File: src/rtl/mc_pkg.sv
// Shared types and encodings for the multicycle controller.
// MC_JAL_EN enables the jal opcode in the dispatch function.
package mc_pkg;

    typedef enum logic [3:0] {
        StFetch,
        StDecode,
        StMemAdr,
        StMemRd,
        StMemWb,
        StMemWr,
        StRtExe,
        StRtWb,
        StBeq,
        StJump,
        StIExe,
        StIWb,
        StJal
    } mc_state_e;

    localparam logic [5:0] OpRtype = 6'b000000;
    localparam logic [5:0] OpLw    = 6'b100011;
    localparam logic [5:0] OpSw    = 6'b101011;
    localparam logic [5:0] OpBeq   = 6'b000100;
    localparam logic [5:0] OpJ     = 6'b000010;
    localparam logic [5:0] OpAddi  = 6'b001000;
    localparam logic [5:0] OpSlti  = 6'b001010;
    localparam logic [5:0] OpJal   = 6'b000011;

    localparam logic [1:0] AluAdd  = 2'b00;
    localparam logic [1:0] AluSub  = 2'b01;
    localparam logic [1:0] AluFunc = 2'b10;
    localparam logic [1:0] AluSlt  = 2'b11;

    localparam logic [1:0] SrcBReg    = 2'b00;
    localparam logic [1:0] SrcBFour   = 2'b01;
    localparam logic [1:0] SrcBImm    = 2'b10;
    localparam logic [1:0] SrcBBranch = 2'b11;

    localparam logic [1:0] PcAlu    = 2'b00;
    localparam logic [1:0] PcTarget = 2'b01;
    localparam logic [1:0] PcJump   = 2'b10;

    localparam logic [1:0] RegDstRt = 2'b00;
    localparam logic [1:0] RegDstRd = 2'b01;
    localparam logic [1:0] RegDstRa = 2'b10;

    localparam logic [1:0] MemToRegAlu = 2'b00;
    localparam logic [1:0] MemToRegMem = 2'b01;
    localparam logic [1:0] MemToRegPc  = 2'b10;

    typedef struct packed {
        logic       pc_write;
        logic       iord;
        logic       mem_read;
        logic       mem_write;
        logic       ir_write;
        logic       reg_write;
        logic       alu_src_a;
        logic [1:0] alu_src_b;
        logic [1:0] pc_source;
        logic [1:0] reg_dst;
        logic [1:0] mem_to_reg;
        logic [1:0] alu_op;
        logic       illegal;
    } mc_ctrl_t;

    // StFetch doubles as the "unknown opcode" result.
    function automatic mc_state_e dispatch(input logic [5:0] op);
        mc_state_e nxt;
        case (op)
            OpRtype:      nxt = StRtExe;
            OpLw, OpSw:   nxt = StMemAdr;
            OpBeq:        nxt = StBeq;
            OpJ:          nxt = StJump;
            OpAddi, OpSlti: nxt = StIExe;
`ifdef MC_JAL_EN
            OpJal:        nxt = StJal;
`endif
            default:      nxt = StFetch;
        endcase
        return nxt;
    endfunction

endpackage

File: src/rtl/mc_if.sv
// Control/status bundle between the datapath (master) and mc_controller (slave).
interface mc_if;
    logic [5:0]  opcode;
    logic        zero;
    logic        mem_ready;
    logic        pc_write;
    logic        iord;
    logic        mem_read;
    logic        mem_write;
    logic        ir_write;
    logic        reg_write;
    logic        alu_src_a;
    logic [1:0]  alu_src_b;
    logic [1:0]  pc_source;
    logic [1:0]  reg_dst;
    logic [1:0]  mem_to_reg;
    logic [1:0]  alu_op;
    logic        illegal;
    logic [31:0] instr_count;

    modport master (
        output opcode, zero, mem_ready,
        input  pc_write, iord, mem_read, mem_write, ir_write, reg_write, alu_src_a,
        input  alu_src_b, pc_source, reg_dst, mem_to_reg, alu_op, illegal, instr_count
    );

    modport slave (
        input  opcode, zero, mem_ready,
        output pc_write, iord, mem_read, mem_write, ir_write, reg_write, alu_src_a,
        output alu_src_b, pc_source, reg_dst, mem_to_reg, alu_op, illegal, instr_count
    );
endinterface

File: src/rtl/mc_out_decode.sv
// Combinational state-to-control decode; everything forced to 0 while rst is high.
// The JAL state outputs exist only when MC_JAL_EN is defined.
module mc_out_decode
    import mc_pkg::*;
(
    input  logic      rst,
    input  mc_state_e state,
    input  logic [5:0] opcode,
    input  logic      zero,
    input  logic      mem_ready,
    output mc_ctrl_t  ctrl
);

    always_comb begin
        ctrl = '0;
        unique case (state)
            StFetch: begin
                ctrl.mem_read  = 1'b1;
                ctrl.alu_src_b = SrcBFour;
                ctrl.ir_write  = mem_ready;
                ctrl.pc_write  = mem_ready;
            end
            StDecode: begin
                ctrl.alu_src_b = SrcBBranch;
                ctrl.illegal   = (dispatch(opcode) == StFetch);
            end
            StMemAdr: begin
                ctrl.alu_src_a = 1'b1;
                ctrl.alu_src_b = SrcBImm;
            end
            StMemRd: begin
                ctrl.mem_read = 1'b1;
                ctrl.iord     = 1'b1;
            end
            StMemWr: begin
                ctrl.mem_write = 1'b1;
                ctrl.iord      = 1'b1;
            end
            StMemWb: begin
                ctrl.reg_write  = 1'b1;
                ctrl.reg_dst    = RegDstRt;
                ctrl.mem_to_reg = MemToRegMem;
            end
            StRtExe: begin
                ctrl.alu_src_a = 1'b1;
                ctrl.alu_src_b = SrcBReg;
                ctrl.alu_op    = AluFunc;
            end
            StRtWb: begin
                ctrl.reg_write = 1'b1;
                ctrl.reg_dst   = RegDstRd;
            end
            StBeq: begin
                ctrl.alu_src_a = 1'b1;
                ctrl.alu_src_b = SrcBReg;
                ctrl.alu_op    = AluSub;
                ctrl.pc_source = PcTarget;
                ctrl.pc_write  = zero;
            end
            StJump: begin
                ctrl.pc_write  = 1'b1;
                ctrl.pc_source = PcJump;
            end
            StIExe: begin
                ctrl.alu_src_a = 1'b1;
                ctrl.alu_src_b = SrcBImm;
                ctrl.alu_op    = (opcode == OpSlti) ? AluSlt : AluAdd;
            end
            StIWb: begin
                ctrl.reg_write = 1'b1;
            end
`ifdef MC_JAL_EN
            StJal: begin
                ctrl.reg_write  = 1'b1;
                ctrl.reg_dst    = RegDstRa;
                ctrl.mem_to_reg = MemToRegPc;
                ctrl.pc_write   = 1'b1;
                ctrl.pc_source  = PcJump;
            end
`endif
            default: ;
        endcase
        if (rst) begin
            ctrl = '0;
        end
    end

endmodule

File: src/rtl/mc_controller.sv
// Multicycle MIPS-style control FSM with fetch counter; state register and next-state here,
// control decode in mc_out_decode. MC_JAL_EN adds the jal instruction.
module mc_controller
    import mc_pkg::*;
(
    input logic clk,
    input logic rst,
    mc_if.slave bus
);

    mc_state_e   state_q, state_d;
    logic [31:0] count_q;
    mc_ctrl_t    ctrl;

    always_ff @(posedge clk) begin
        if (rst) begin
            state_q <= StFetch;
        end else begin
            state_q <= state_d;
        end
    end

    always_comb begin
        state_d = state_q;
        unique case (state_q)
            StFetch:  if (bus.mem_ready) state_d = StDecode;
            StDecode: state_d = dispatch(bus.opcode);
            StMemAdr: state_d = (bus.opcode == OpSw) ? StMemWr : StMemRd;
            StMemRd:  if (bus.mem_ready) state_d = StMemWb;
            StMemWr:  if (bus.mem_ready) state_d = StFetch;
            StRtExe:  state_d = StRtWb;
            StIExe:   state_d = StIWb;
            default:  state_d = StFetch;
        endcase
    end

    // Wraps naturally at 2^32.
    always_ff @(posedge clk) begin
        if (rst) begin
            count_q <= '0;
        end else if (state_q == StFetch && bus.mem_ready) begin
            count_q <= count_q + 32'd1;
        end
    end

    mc_out_decode u_out_decode (
        .rst      (rst),
        .state    (state_q),
        .opcode   (bus.opcode),
        .zero     (bus.zero),
        .mem_ready(bus.mem_ready),
        .ctrl     (ctrl)
    );

    assign bus.pc_write    = ctrl.pc_write;
    assign bus.iord        = ctrl.iord;
    assign bus.mem_read    = ctrl.mem_read;
    assign bus.mem_write   = ctrl.mem_write;
    assign bus.ir_write    = ctrl.ir_write;
    assign bus.reg_write   = ctrl.reg_write;
    assign bus.alu_src_a   = ctrl.alu_src_a;
    assign bus.alu_src_b   = ctrl.alu_src_b;
    assign bus.pc_source   = ctrl.pc_source;
    assign bus.reg_dst     = ctrl.reg_dst;
    assign bus.mem_to_reg  = ctrl.mem_to_reg;
    assign bus.alu_op      = ctrl.alu_op;
    assign bus.illegal     = ctrl.illegal;
    assign bus.instr_count = rst ? 32'd0 : count_q;

endmodule

File: src/flat_wrapper.sv
// flat-port wrapper written by rule: the top's interface ports become plain ports
module mc_controller_flat import mc_pkg::*;
  (clk, rst, bus_opcode, bus_zero, bus_mem_ready, bus_pc_write, bus_iord, bus_mem_read, bus_mem_write, bus_ir_write, bus_reg_write, bus_alu_src_a, bus_alu_src_b, bus_pc_source, bus_reg_dst, bus_mem_to_reg, bus_alu_op, bus_illegal, bus_instr_count);
  mc_if bus_i ();
  input logic clk;
  input logic rst;
  input wire logic [$bits(bus_i.opcode)-1:0] bus_opcode;
  input wire logic [$bits(bus_i.zero)-1:0] bus_zero;
  input wire logic [$bits(bus_i.mem_ready)-1:0] bus_mem_ready;
  output wire logic [$bits(bus_i.pc_write)-1:0] bus_pc_write;
  output wire logic [$bits(bus_i.iord)-1:0] bus_iord;
  output wire logic [$bits(bus_i.mem_read)-1:0] bus_mem_read;
  output wire logic [$bits(bus_i.mem_write)-1:0] bus_mem_write;
  output wire logic [$bits(bus_i.ir_write)-1:0] bus_ir_write;
  output wire logic [$bits(bus_i.reg_write)-1:0] bus_reg_write;
  output wire logic [$bits(bus_i.alu_src_a)-1:0] bus_alu_src_a;
  output wire logic [$bits(bus_i.alu_src_b)-1:0] bus_alu_src_b;
  output wire logic [$bits(bus_i.pc_source)-1:0] bus_pc_source;
  output wire logic [$bits(bus_i.reg_dst)-1:0] bus_reg_dst;
  output wire logic [$bits(bus_i.mem_to_reg)-1:0] bus_mem_to_reg;
  output wire logic [$bits(bus_i.alu_op)-1:0] bus_alu_op;
  output wire logic [$bits(bus_i.illegal)-1:0] bus_illegal;
  output wire logic [$bits(bus_i.instr_count)-1:0] bus_instr_count;
  assign bus_i.opcode = bus_opcode;
  assign bus_i.zero = bus_zero;
  assign bus_i.mem_ready = bus_mem_ready;
  assign bus_pc_write = bus_i.pc_write;
  assign bus_iord = bus_i.iord;
  assign bus_mem_read = bus_i.mem_read;
  assign bus_mem_write = bus_i.mem_write;
  assign bus_ir_write = bus_i.ir_write;
  assign bus_reg_write = bus_i.reg_write;
  assign bus_alu_src_a = bus_i.alu_src_a;
  assign bus_alu_src_b = bus_i.alu_src_b;
  assign bus_pc_source = bus_i.pc_source;
  assign bus_reg_dst = bus_i.reg_dst;
  assign bus_mem_to_reg = bus_i.mem_to_reg;
  assign bus_alu_op = bus_i.alu_op;
  assign bus_illegal = bus_i.illegal;
  assign bus_instr_count = bus_i.instr_count;
  mc_controller u_core (.clk(clk), .rst(rst), .bus(bus_i));
endmodule
File: config.mk
export PLATFORM = sky130hd
export DESIGN_NAME = mc_controller_flat
export DESIGN_NICKNAME = d
export VERILOG_FILES = /design/src/rtl/mc_pkg.sv /design/src/rtl/mc_if.sv /design/src/rtl/mc_out_decode.sv /design/src/rtl/mc_controller.sv /design/src/flat_wrapper.sv
export SDC_FILE = /design/constraint.sdc
export NUM_CORES = 1
export LEC_CHECK = 0
export ABC_AREA = 1
export CAP_MARGIN = 25
export CORE_ASPECT_RATIO = 0.5
export CORE_MARGIN = 5
export CORE_UTILIZATION = 55
export CTS_CLUSTER_DIAMETER = 150
export DETAILED_ROUTE_END_ITERATION = 8
export PLACE_DENSITY_LB_ADDON = 0.25
export SETUP_SLACK_MARGIN = 0.3
export SLEW_MARGIN = 20
export SYNTH_ARGS = -nofsm -noshare
export SYNTH_HDL_FRONTEND = slang
export SYNTH_SLANG_ARGS = --single-unit
File: constraint.sdc
create_clock -name clk -period 4.8 [get_ports clk]
set_clock_uncertainty 0.2 [all_clocks]
set_input_delay 1.44 -clock clk [delete_from_list [all_inputs] [get_ports clk]]
set_output_delay 1.44 -clock clk [all_outputs]
set_load 0.05 [all_outputs]
==> impl_metrics.csv, run 1 <==
group,metric,value,unit
synthesis,synth.cell_area,0.002683,mm2
worst_hold_path,hp-class,"flip-flop to flip-flop",
drt,finalWirelength,7371,um
cells_and_area,fillers,388,
floorplanning,initial_core_util,58.93,%
sta,setup_violations,0,
placed_design,place_congestion,0.9386,
cells_and_area,final_core_util,76.22,%
cells_and_area,antenna_cells,0,
synthesis,synth.distinct_cells,31,
global_route,antenna_found_initial,0,
worst_hold_path,hold_path_depth,2,
sta,slew_headroom,66.26,%
drt,first_pass_iters,7,
pwr,peakVddDrop,102.3,uV
sta,worst_pin_slew,504.5,ps
floorplanning,core,0.004552,mm2
sta,clock.fmax,225.1,MHz
sta,rsz0062_at_grt,"no",
global_route,busiest_layer,"met2",
floorplanning,ioPinCount,60,
clock_tree,cts_tree,"built",
global_route,grtUsageMet1,31.39,%
sta,hold_violations,0,
floorplanning,die_w,108.8,um
clock_tree,insertion_delay,290,ps
global_route,grt_use_met2,39.95,%
drt,avgRoutedWirePerCell,12.37,um
floorplanning,die_h,59.39,um
cells_and_area,layout-drive-gt1-share,9.811,%
clock_tree,cts_sinks,36,
sta,fin_tns_setup,0,ps
global_route,grt_pass1_vias,2844,
global_route,use_met3,6.420,%
cells_and_area,nNetsFinal,541,
drt,vias,3117,
floorplanning,std_cell_rows,17,
synthesis,seq_area_frac_synth,26.87,%
synthesis,yosysWarningCount,0,
sta,fin_crit_sh,92.55,%
synthesis,ys_seq_elements,36,
drt,viasPerCell,5.230,
synthesis,syn_inst,472,
global_route,grt_remaining_overflow,0,
sta,slew_viol_final,0,
pwr,p_leak,1.299,nW
run_status,status,"finished, final reports clean",
cells_and_area,syn2layout_area_growth,29.34,%
job,max_cap_violations,0,
synthesis,avgSynthCellArea,5.683,um2
placed_design,hpwlAfterDp,5774,um
clock_tree,cts_buffers,5,
worst_setup_path,crit_path_end_kind,"output port",
clock_tree,htreeDepth,2,
worst_setup_path,start_kind,"input port",
worst_setup_path,worstPathRequired,3160,ps
clock_tree,clk_pin_slew_worst_paths,60,ps
drt,drt-initial-drc-count,160,
clock_tree,cts-root-buf,"clkbuf_8",
floorplanning,die_area,0.006459,mm2
sta,period_minus_slack,4442,ps
worst_setup_path,worstSetupPathType,"input port to output port",
global_route,grt_use_total,23.98,%
worst_setup_path,rr_worst_depth,8,
drt,ant_nets,0,
clock_tree,clock_path_buffers,2,
drt,drc,0,
global_route,grt_max_degree,30,
clock_tree,cts_setup_buffers,0,
worst_setup_path,critical_path_arrival,2800,ps
global_route,grt_pass1_wl,12420,um
placed_design,io_buffers,57,
worst_setup_path,worstPathMaxFanout,29,
pwr,power_density,183.9,mW/mm2
[report_power, final]
part	switching, W	leakage [nW]	total, W	internal [W]
logic	0.0000837	0.968	0.000125	0.0000411
registers	0.00000605	0.291	0.000309	0.000303
clock network	0.000106	0.0410	0.000204	0.0000987
[layer usage]
layer | vias up | routed length, um
li1 | 1575 | -
met1 | 1395 | 3320
met2 | 136 | 3322
met3 | 11 | 666
met4 | 0 | 63
met5 | - | 0
[cell usage after synthesis]
library cell / number / share of area (%)
dfxtp_1: 36 / 27
a211o_1: 1 / 0.33
nor3_1: 8 / 1.5
buf_4: 2 / 0.56
nand4_1: 5 / 1.2
inv_1: 59 / 8.3
xor2_1: 4 / 1.3
o22a_1: 1 / 0.33
clkbuf_1: 8 / 1.1
a221oi_1: 1 / 0.33
nor2_4: 5 / 2.1
nor4_1: 1 / 0.23
nor3b_2: 1 / 0.47
nor2_2: 8 / 1.9
o21ai_1: 5 / 0.93
nand3b_1: 1 / 0.28
o21ai_0: 10 / 1.9
a21oi_1: 28 / 5.2
nand2_1: 137 / 19
nand3_1: 26 / 4.9
ha_1: 1 / 0.47
a21oi_2: 1 / 0.33
nor2_8: 2 / 1.5
conb_1: 1 / 0.14
nor2_1: 108 / 15
nand2_2: 4 / 0.93
nand4_4: 1 / 0.79
o31ai_1: 1 / 0.28
nand2_4: 1 / 0.42
buf_2: 3 / 0.56
nand3_2: 2 / 0.75
[through the flow]
step / instance area, um2 / power, W / hold WS (ps) / setup WS [ps] / std cells
3_5_place_dp: 3390 / 0.0004386 / 275.9 / 377.1 / 589
4_1_cts: 3467 / 0.0006415 / 285.4 / 364.6 / 596
6_report: 3470 / 0.0006380 / 284.3 / 357.7 / 596
5_1_grt: 3470 / 0.0006654 / 301.0 / 314.6 / 596
2_1_floorplan: 2696 / 0.0003970 / 255.2 / 207.4 / 473
3_3_place_gp: 3390 / 0.0004381 / 271.4 / 386.3 / 589
[final cells by class]
class,instances,area [um2],area share [%]
well taps,66,82.58,2.380
clock inverters,1,5.005,0.1442
clock buffers,6,72.57,2.092
inverters,59,221.5,6.383
repair buffers,63,670.6,19.33
multi-input cells,365,1697,48.90
flip-flops and latches,36,720.7,20.77
[layout by cell type (no fill, tap or decap), types with 2 or more instances in the layout]
cell type / count
inv_1: 59
xor2_1: 4
nand3_1: 26
nand3_2: 2
nor2_2: 9
nor2_8: 2
o21ai_0: 10
clkbuf_8: 5
nand2_1: 137
nand4_1: 5
nor2_1: 107
nor2_4: 5
dfxtp_1: 36
clkdlybuf4s50_1: 45
buf_4: 10
nand2_2: 4
conb_1: 2
a21oi_1: 28
o21ai_1: 5
buf_12: 7
nor3_1: 7
[worst max-delay path: stages]
cell and delay, ps:
buf_2 110, buf_4 220, nor2_1 190, clkdlybuf4s50_1 830
[flip-flops by register name, indices dropped and copies added (netlist names)]
register / cells
u_core.count_q: 32
u_core.state_q: 4
[path summary, 6_finish.rpt]
kind | start | to | slack [ps]
worst max register to register | u_core.state_q[1]$_SDFFE_PP0P_ | u_core.count_q[17]$_SDFFE_PP0P_ | 2960
worst min register to register | u_core.count_q[31]$_SDFFE_PP0P_ | u_core.count_q[31]$_SDFFE_PP0P_ | 280
worst min-delay path | u_core.count_q[31]$_SDFFE_PP0P_ | u_core.count_q[31]$_SDFFE_PP0P_ | 280
worst max-delay path | rst | bus_instr_count[4] | 360
[logic make-up (layout without fill, tap and decap cells)]
family                   Yosys count  count (layout)  synth area share, %
AO/OA/AOI/OAI                     48              48                9.608
XOR/XNOR                           4               4                1.306
AND/OR/NAND/NOR                  310             310                51.12
other                              1               2               0.1398
flip-flops                        36              36                26.87
adder cells (fa/ha/maj)            1               1               0.4663
buffers and inverters             72             129                10.49
[repair_timing]
| item | CTS | global route |
|---|---|---|
| setup endpoints to repair | 0 | 1 |
| resized for setup | 0 | 1 |
| hold buffers | 0 | 0 |
Power figures use the tool's default switching activity.
==> run 2, diff against run 1 <==
--- a/config.mk
+++ b/config.mk
@@ -5,11 +5,11 @@
 export SDC_FILE = /design/constraint.sdc
 export NUM_CORES = 1
 export LEC_CHECK = 0
-export ABC_AREA = 1
+export ABC_AREA = 0
 export CAP_MARGIN = 25
 export CORE_ASPECT_RATIO = 0.5
 export CORE_MARGIN = 5
-export CORE_UTILIZATION = 55
+export CORE_UTILIZATION = 35
 export CTS_CLUSTER_DIAMETER = 150
 export DETAILED_ROUTE_END_ITERATION = 8
 export PLACE_DENSITY_LB_ADDON = 0.25
==> constraint.sdc (replaced) <==
create_clock -name clk -period 4.45 [get_ports clk]
set_clock_uncertainty 0.2 [all_clocks]
set_input_delay 1.335 -clock clk [delete_from_list [all_inputs] [get_ports clk]]
set_output_delay 1.335 -clock clk [all_outputs]
set_load 0.05 [all_outputs]
==> impl_metrics.csv, run 2 <==
group,metric,value,unit
run_status,status,"finished with violations",
run_status,violations,"setup timing",
worst_setup_path,crit_path_max_incr_delay,540,ps
sta,fin_crit_sh,100.7,%
synthesis,synthMostInstantiatedCell,"dfxtp_1",
clock_tree,cts_sinks,36,
sta,clock.fmax,223.1,MHz
synthesis,synth-edff-count,0,
sta,slew_viol_final,0,
sta,fin_tns_setup,-31.81,ps
synthesis,synth_top_area_share,31.25,%
sta,worst_pin_slew,899.3,ps
cells_and_area,largest_reg_flops,32,
sta,setup_violations,1,
global_route,busiest_layer,"met2",
worst_hold_path,min_to,"u_core.count_q[29]$_SDFFE_PP0P_",
sta,fin_ws,-31.81,ps
drt,vias,2446,
worst_setup_path,critical_path_arrival,2950,ps
sta,period_minus_slack,4482,ps
sta,hold_violations,0,
clock_tree,htreeDepth,2,
synthesis,seq_area_frac_synth,31.25,%
synthesis,avgSynthCellArea,7.511,um2
worst_hold_path,hold_path_depth,2,
clock_tree,clock_path_buffers,2,
global_route,grt_remaining_overflow,0,
global_route,grt_use_total,15.95,%
worst_hold_path,hp-start,"u_core.count_q[29]$_SDFFE_PP0P_",
synthesis,syn_inst,307,
cells_and_area,nNetsFinal,376,
cells_and_area,antenna_cells,0,
cells_and_area,largestRegisters,"u_core.count_q x32, u_core.state_q x4",
cells_and_area,fillers,574,
placed_design,hpwlAfterDp,4739,um
cells_and_area,largest-register,"u_core.count_q",
drt,finalWirelength,6614,um
cells_and_area,final_cell_mix,"buf_4, dfxtp_1, nor2b_1",
global_route,use_met3,4.502,%
clock_tree,cts_hold_buffers,0,
synthesis,synth.distinct_cells,43,
synthesis,ys_seq_elements,36,
floorplanning,die_w,124.8,um
floorplanning,die_h,67.40,um
pwr,peakVddDrop,126.8,uV
clock_tree,clk_pin_slew_worst_paths,60,ps
pwr,finalPower,0.0008583,W
cells_and_area,instances_no_fill,454,
global_route,grtUsageMet1,19.96,%
synthesis,yosys-top-cells-count,"dfxtp_1, nor2b_1, nor2_1, nand2_1, a21oi_1",
global_route,grt_pass1_vias,2293,
placed_design,pre_cts_ws,-582.1,ps
synthesis,yosysWarningCount,0,
floorplanning,ioPinCount,60,
worst_setup_path,crit_path_end_kind,"output port",
job,max_cap_violations,0,
floorplanning,std_cell_rows,20,
global_route,grt_pass1_wl,10980,um
worst_setup_path,crit_top_cell,"or4_4",
worst_setup_path,r2r_slack,1420,ps
floorplanning,initial_core_util,37.01,%
placed_design,placedCellCount,441,
cells_and_area,layout-drive-gt1-share,29.51,%
synthesis,synth.cell_area,0.002306,mm2
drt,first_pass_iters,4,
worst_setup_path,r2r-start,"u_core.state_q[0]$_SDFFE_PP0P_",
worst_setup_path,worstPathRequired,2910,ps
placed_design,place_congestion,0.7936,
clock_tree,cts_buffers,5,
worst_setup_path,r2r_end,"u_core.count_q[25]$_SDFFE_PP0P_",
drt,drc,0,
floorplanning,core,0.006231,mm2
worst_setup_path,cp_cell_sequence,"buf_6 > or4_4 > or4_4 > a2111oi_4 > buf_12",
cells_and_area,final_common_cell,"buf_4",
worst_setup_path,slowest_stage,"or4_4",
pwr,power_density,250.3,mW/mm2
global_route,grt_max_degree,66,
pwr,p_leak,1.250,nW
synthesis,ys.flop_type,"dfxtp_1",
worst_setup_path,worstSetupPathType,"input port to output port",
placed_design,io_buffers,57,
global_route,grt_use_met2,27.02,%
cells_and_area,syn2layout_area_growth,48.72,%
sta,rsz0062_at_grt,"yes",
drt,drt-initial-drc-count,152,
worst_setup_path,start_kind,"input port",
synthesis,synthArstFlopShare,0,%
worst_hold_path,hp-class,"flip-flop to flip-flop",
synthesis,yosys.area.top_type,"dfxtp_1",
drt,ant_nets,0,
sta,slew_headroom,39.97,%
drt,viasPerCell,5.388,
clock_tree,insertion_delay,290,ps
worst_setup_path,critPathLaunch,"bus_opcode[0]",
synthesis,synthTopCellsByArea,"dfxtp_1, nor2b_1, a21oi_1",
drt,avgRoutedWirePerCell,14.57,um
floorplanning,die_area,0.008410,mm2
global_route,antenna_found_initial,0,
worst_setup_path,worstPathMaxFanout,2,
clock_tree,cts-root-buf,"clkbuf_16",
worst_setup_path,rr_worst_depth,4,
clock_tree,cts_tree,"built",
run 2: logic make-up after synthesis:
| group | after synthesis | share of synthesized area [%] |
|---|---|---|
| AND/OR/NAND/NOR | 165 | 40.48 |
| multiplexers | 7 | 3.419 |
| adder cells (fa/ha/maj) | 2 | 0.9766 |
| other | 1 | 0.1626 |
| flip-flops | 36 | 31.25 |
| buffers and inverters | 32 | 5.751 |
| XOR/XNOR | 9 | 3.419 |
| AO/OA/AOI/OAI | 55 | 14.54 |
run 2: report_power, final:
group / internal [W] / switching, W / total [W]
clock network: 0.000263 / 0.000138 / 0.000401
logic: 0.0000508 / 0.0000696 / 0.000120
registers: 0.000326 / 0.0000107 / 0.000337
total: 0.000640 / 0.000219 / 0.000858
run 2: critical path: cells and delay by family:
family	cells	cell delay, ps
and+or+nand+nor	2	980
AOI/OAI and AO/OA	1	350
buffers and inverters	2	270
run 2: worst max path at each step:
stage	to	slack [ps]
after floorplan	bus_alu_op[1]	-280
after global placement	bus_alu_op[1]	-570
after detailed placement	bus_alu_op[1]	-580
after CTS	bus_alu_op[1]	-30
after global routing	bus_alu_op[1]	-70
final	bus_alu_op[1]	-30
run 2: timing repair:
action	CTS	global route
gates resized for setup	24	7
gates cloned	0	0
setup endpoints to repair	4	4
pin swaps	5	3
buffers inserted	3	2
run 2: through the flow:
| step | hold WS, ps | util (%) | instance area [um2] |
|---|---|---|---|
| finish | 289.4 | 55.04 | 3430 |
| global route | 308.8 | 55.04 | 3430 |
| CTS | 291.1 | 54.38 | 3388 |
| detailed placement | 281.1 | 51.00 | 3178 |
| global placement | 253.7 | 51.00 | 3178 |
| floorplan | 247.3 | - | 2435 |
run 2: final cells by class:
type / count / area [um2] / area share, %
multi-input cells: 240 / 1608 / 46.88
repair buffers: 74 / 793.3 / 23.13
flip-flops and latches: 36 / 720.7 / 21.01
clock buffers: 5 / 125.1 / 3.648
well taps: 88 / 110.1 / 3.211
clock inverters: 3 / 42.54 / 1.240
inverters: 8 / 30.03 / 0.8756
run 2: layer usage:
layer  vias to the layer above  share of wire [%]
li1                       1226                  -
met1                      1156                 46
met4                         0                1.0
met5                         -                  0
met3                         7                4.9
met2                        57                 48
==> run 3, diff against run 2 <==
--- a/config.mk
+++ b/config.mk
@@ -17,4 +17,5 @@
 export SLEW_MARGIN = 20
 export SYNTH_ARGS = -nofsm -noshare
 export SYNTH_HDL_FRONTEND = slang
+export SYNTH_HIERARCHICAL = 1
 export SYNTH_SLANG_ARGS = --single-unit
==> impl_metrics.csv, run 3 <==
group,metric,value,unit
floorplanning,die_w,130.9,um
worst_setup_path,crit_path_end_kind,"output port",
global_route,grt_pass1_wl,10560,um
sta,hold_violations,0,
floorplanning,ioPinCount,60,
placed_design,placed_area,0.003258,mm2
sta,fin_tns_setup,0,ps
clock_tree,cts_tree,"built",
worst_setup_path,critical_path_arrival,2540,ps
worst_setup_path,slowest_stage,"clkdlybuf4s50_1",
cells_and_area,layout-drive-gt1-share,25.48,%
sta,hold_ws,311.8,ps
sta,fin_crit_sh,91.61,%
clock_tree,htreeDepth,2,
clock_tree,cts_sinks,36,
worst_hold_path,hp-class,"flip-flop to flip-flop",
cells_and_area,largestRegisters,"u_core/count_q x32, u_core/state_q x4",
synthesis,syn_inst,317,
sta,period_minus_slack,4077,ps
worst_setup_path,worstSetupPathType,"input port to output port",
drt,viasPerCell,5.322,
synthesis,synth.cell_area,0.002557,mm2
drt,vias,2432,
synthesis,yosysWarningCount,6,
clock_tree,cts_setup_buffers,0,
synthesis,yosys-top-cells-count,"nor2_1, dfxtp_1, nor2b_1, nand2_1",
sta,fin_ws,373.2,ps
synthesis,ys_seq_elements,36,
drt,ant_nets,0,
job,max_cap_violations,0,
worst_setup_path,crit_path_max_incr_delay,460,ps
global_route,grt_max_degree,60,
floorplanning,std_cell_rows,22,
drt,first_pass_iters,4,
worst_setup_path,cp_cell_sequence,"clkdlybuf4s50_1 > o21ai_0 > o31a_1 > nor4_2 > buf_4 > buf_12",
cells_and_area,syn2layout_area_growth,34.20,%
clock_tree,clock_path_buffers,2,
worst_setup_path,start_kind,"input port",
pwr,peakVddDrop,136.8,uV
floorplanning,die_h,70.45,um
synthesis,synthMostInstantiatedCell,"nor2_1",
synthesis,synthArstFlopShare,0,%
clock_tree,insertion_delay,270,ps
cells_and_area,nNetsFinal,372,
clock_tree,cts-root-buf,"clkbuf_16",
sta,clock.fmax,245.3,MHz
floorplanning,die_area,0.009221,mm2
sta,setup_violations,0,
placed_design,hpwlAfterDp,4582,um
cells_and_area,final_common_cell,"dfxtp_1",
global_route,antenna_found_initial,0,
global_route,grt_pass1_vias,2256,
global_route,grt_use_total,13.73,%
sta,worst_pin_slew,989.4,ps
cells_and_area,largest_reg_flops,32,
synthesis,synth-edff-count,0,
clock_tree,cts_buffers,5,
sta,rsz0062_at_grt,"no",
global_route,grt_remaining_overflow,0,
synthesis,ys.flop_type,"dfxtp_1",
pwr,power_density,234.7,mW/mm2
synthesis,avgSynthCellArea,8.068,um2
clock_tree,clk_pin_slew_worst_paths,50,ps
synthesis,synthTopCellsByArea,"dfxtp_1, nor2b_1, nor2_1",
cells_and_area,design_area,0.003432,mm2
sta,slew_viol_final,0,
synthesis,synth_top_area_share,28.18,%
floorplanning,initial_core_util,35.46,%
synthesis,yosys.area.top_type,"dfxtp_1",
run_status,status,"finished, final reports clean",
cells_and_area,final_core_util,47.59,%
worst_setup_path,worstPathMaxFanout,1,
synthesis,synth.distinct_cells,53,
clock_tree,cts_hold_buffers,0,
drt,finalWirelength,6399,um
drt,drc,0,
placed_design,place_congestion,0.7959,
floorplanning,core,0.007212,mm2
placed_design,pre_cts_ws,220.5,ps
cells_and_area,largest-register,"u_core/count_q",
pwr,p_leak,1.324,nW
drt,drt-initial-drc-count,148,
drt,avgRoutedWirePerCell,14.00,um
cells_and_area,final_cell_mix,"dfxtp_1, nor2_1, nor2b_1",
cells_and_area,antenna_cells,0,
sta,slew_headroom,33.95,%
worst_setup_path,worstPathRequired,2910,ps
synthesis,seq_area_frac_synth,28.18,%
placed_design,io_buffers,57,
[run 3: through the flow]
stage | std cells | total power [W]
5_1_grt | 457 | 0.0008389
3_3_place_gp | 450 | 0.0004478
2_1_floorplan | 318 | 0.0004096
6_report | 457 | 0.0008056
3_5_place_dp | 450 | 0.0004509
4_1_cts | 457 | 0.0008152
[run 3: power by group]
group | switching, W | total (W) | internal [W] | leakage (nW)
registers | 0.0000109 | 0.000337 | 0.000326 | 0.290
clock network | 0.000127 | 0.000362 | 0.000235 | 0.0760
logic | 0.0000621 | 0.000107 | 0.0000449 | 0.958
[run 3: cells by family (layout without fill, tap and decap cells)]
family	Yosys count	after routing	share of synthesized area [%]
fa+ha+maj	1	1	0.4892
other cells	1	2	0.1466
xor+xnor	14	14	4.795
simple gates	178	178	43.25
buf+inv	32	75	6.898
flops	36	36	28.18
mux	16	16	6.947
compound gates	39	39	9.296
[run 3: layer usage]
metal | GRT usage [%] | vias up | routed length [um]
met5 | 0 | - | 0
met4 | 3.877 | 0 | 62
met3 | 2.750 | 4 | 286
met2 | 23.38 | 52 | 3161
met1 | 17.51 | 1158 | 2889
li1 | - | 1218 | -
[run 3: area by class of cell]
type                       instances  area, um2
timing repair buffer              61      710.7
fill                             686       3780
clock buffer                       7      152.6
inverter                           7      26.28
tap                               96      120.1
multi-input combinational        250       1702
sequential                        36      720.7
[run 3: what timing repair did]
| item | in CTS | in global routing |
|---|---|---|
| pin swaps | 3 | 1 |
| endpoints found under the setup margin | 3 | 17 |
| hold endpoints to repair | 0 | 0 |
| gates resized for setup | 4 | 7 |
[run 3: path summary, 6_finish.rpt]
path | slack, ps | from | cells past startpoint | endpoint
setup / recovery | 370 | bus_zero | 6 | bus_pc_write
hold / removal | 310 | u_core/count_q[17]$_SDFFE_PP0P_ | 2 | u_core/count_q[17]$_SDFFE_PP0P_
setup reg to reg | 2130 | u_core/state_q[1]$_SDFFE_PP0P_ | 4 | u_core/count_q[31]$_SDFFE_PP0P_
hold reg to reg | 310 | u_core/count_q[17]$_SDFFE_PP0P_ | 2 | u_core/count_q[17]$_SDFFE_PP0P_
[run 3: worst max-delay path: cells and delay by family]
family / cells / cell delay [ps]
buffers and inverters: 3 / 740
AOI/OAI and AO/OA: 2 / 250
and+or+nand+nor: 1 / 210
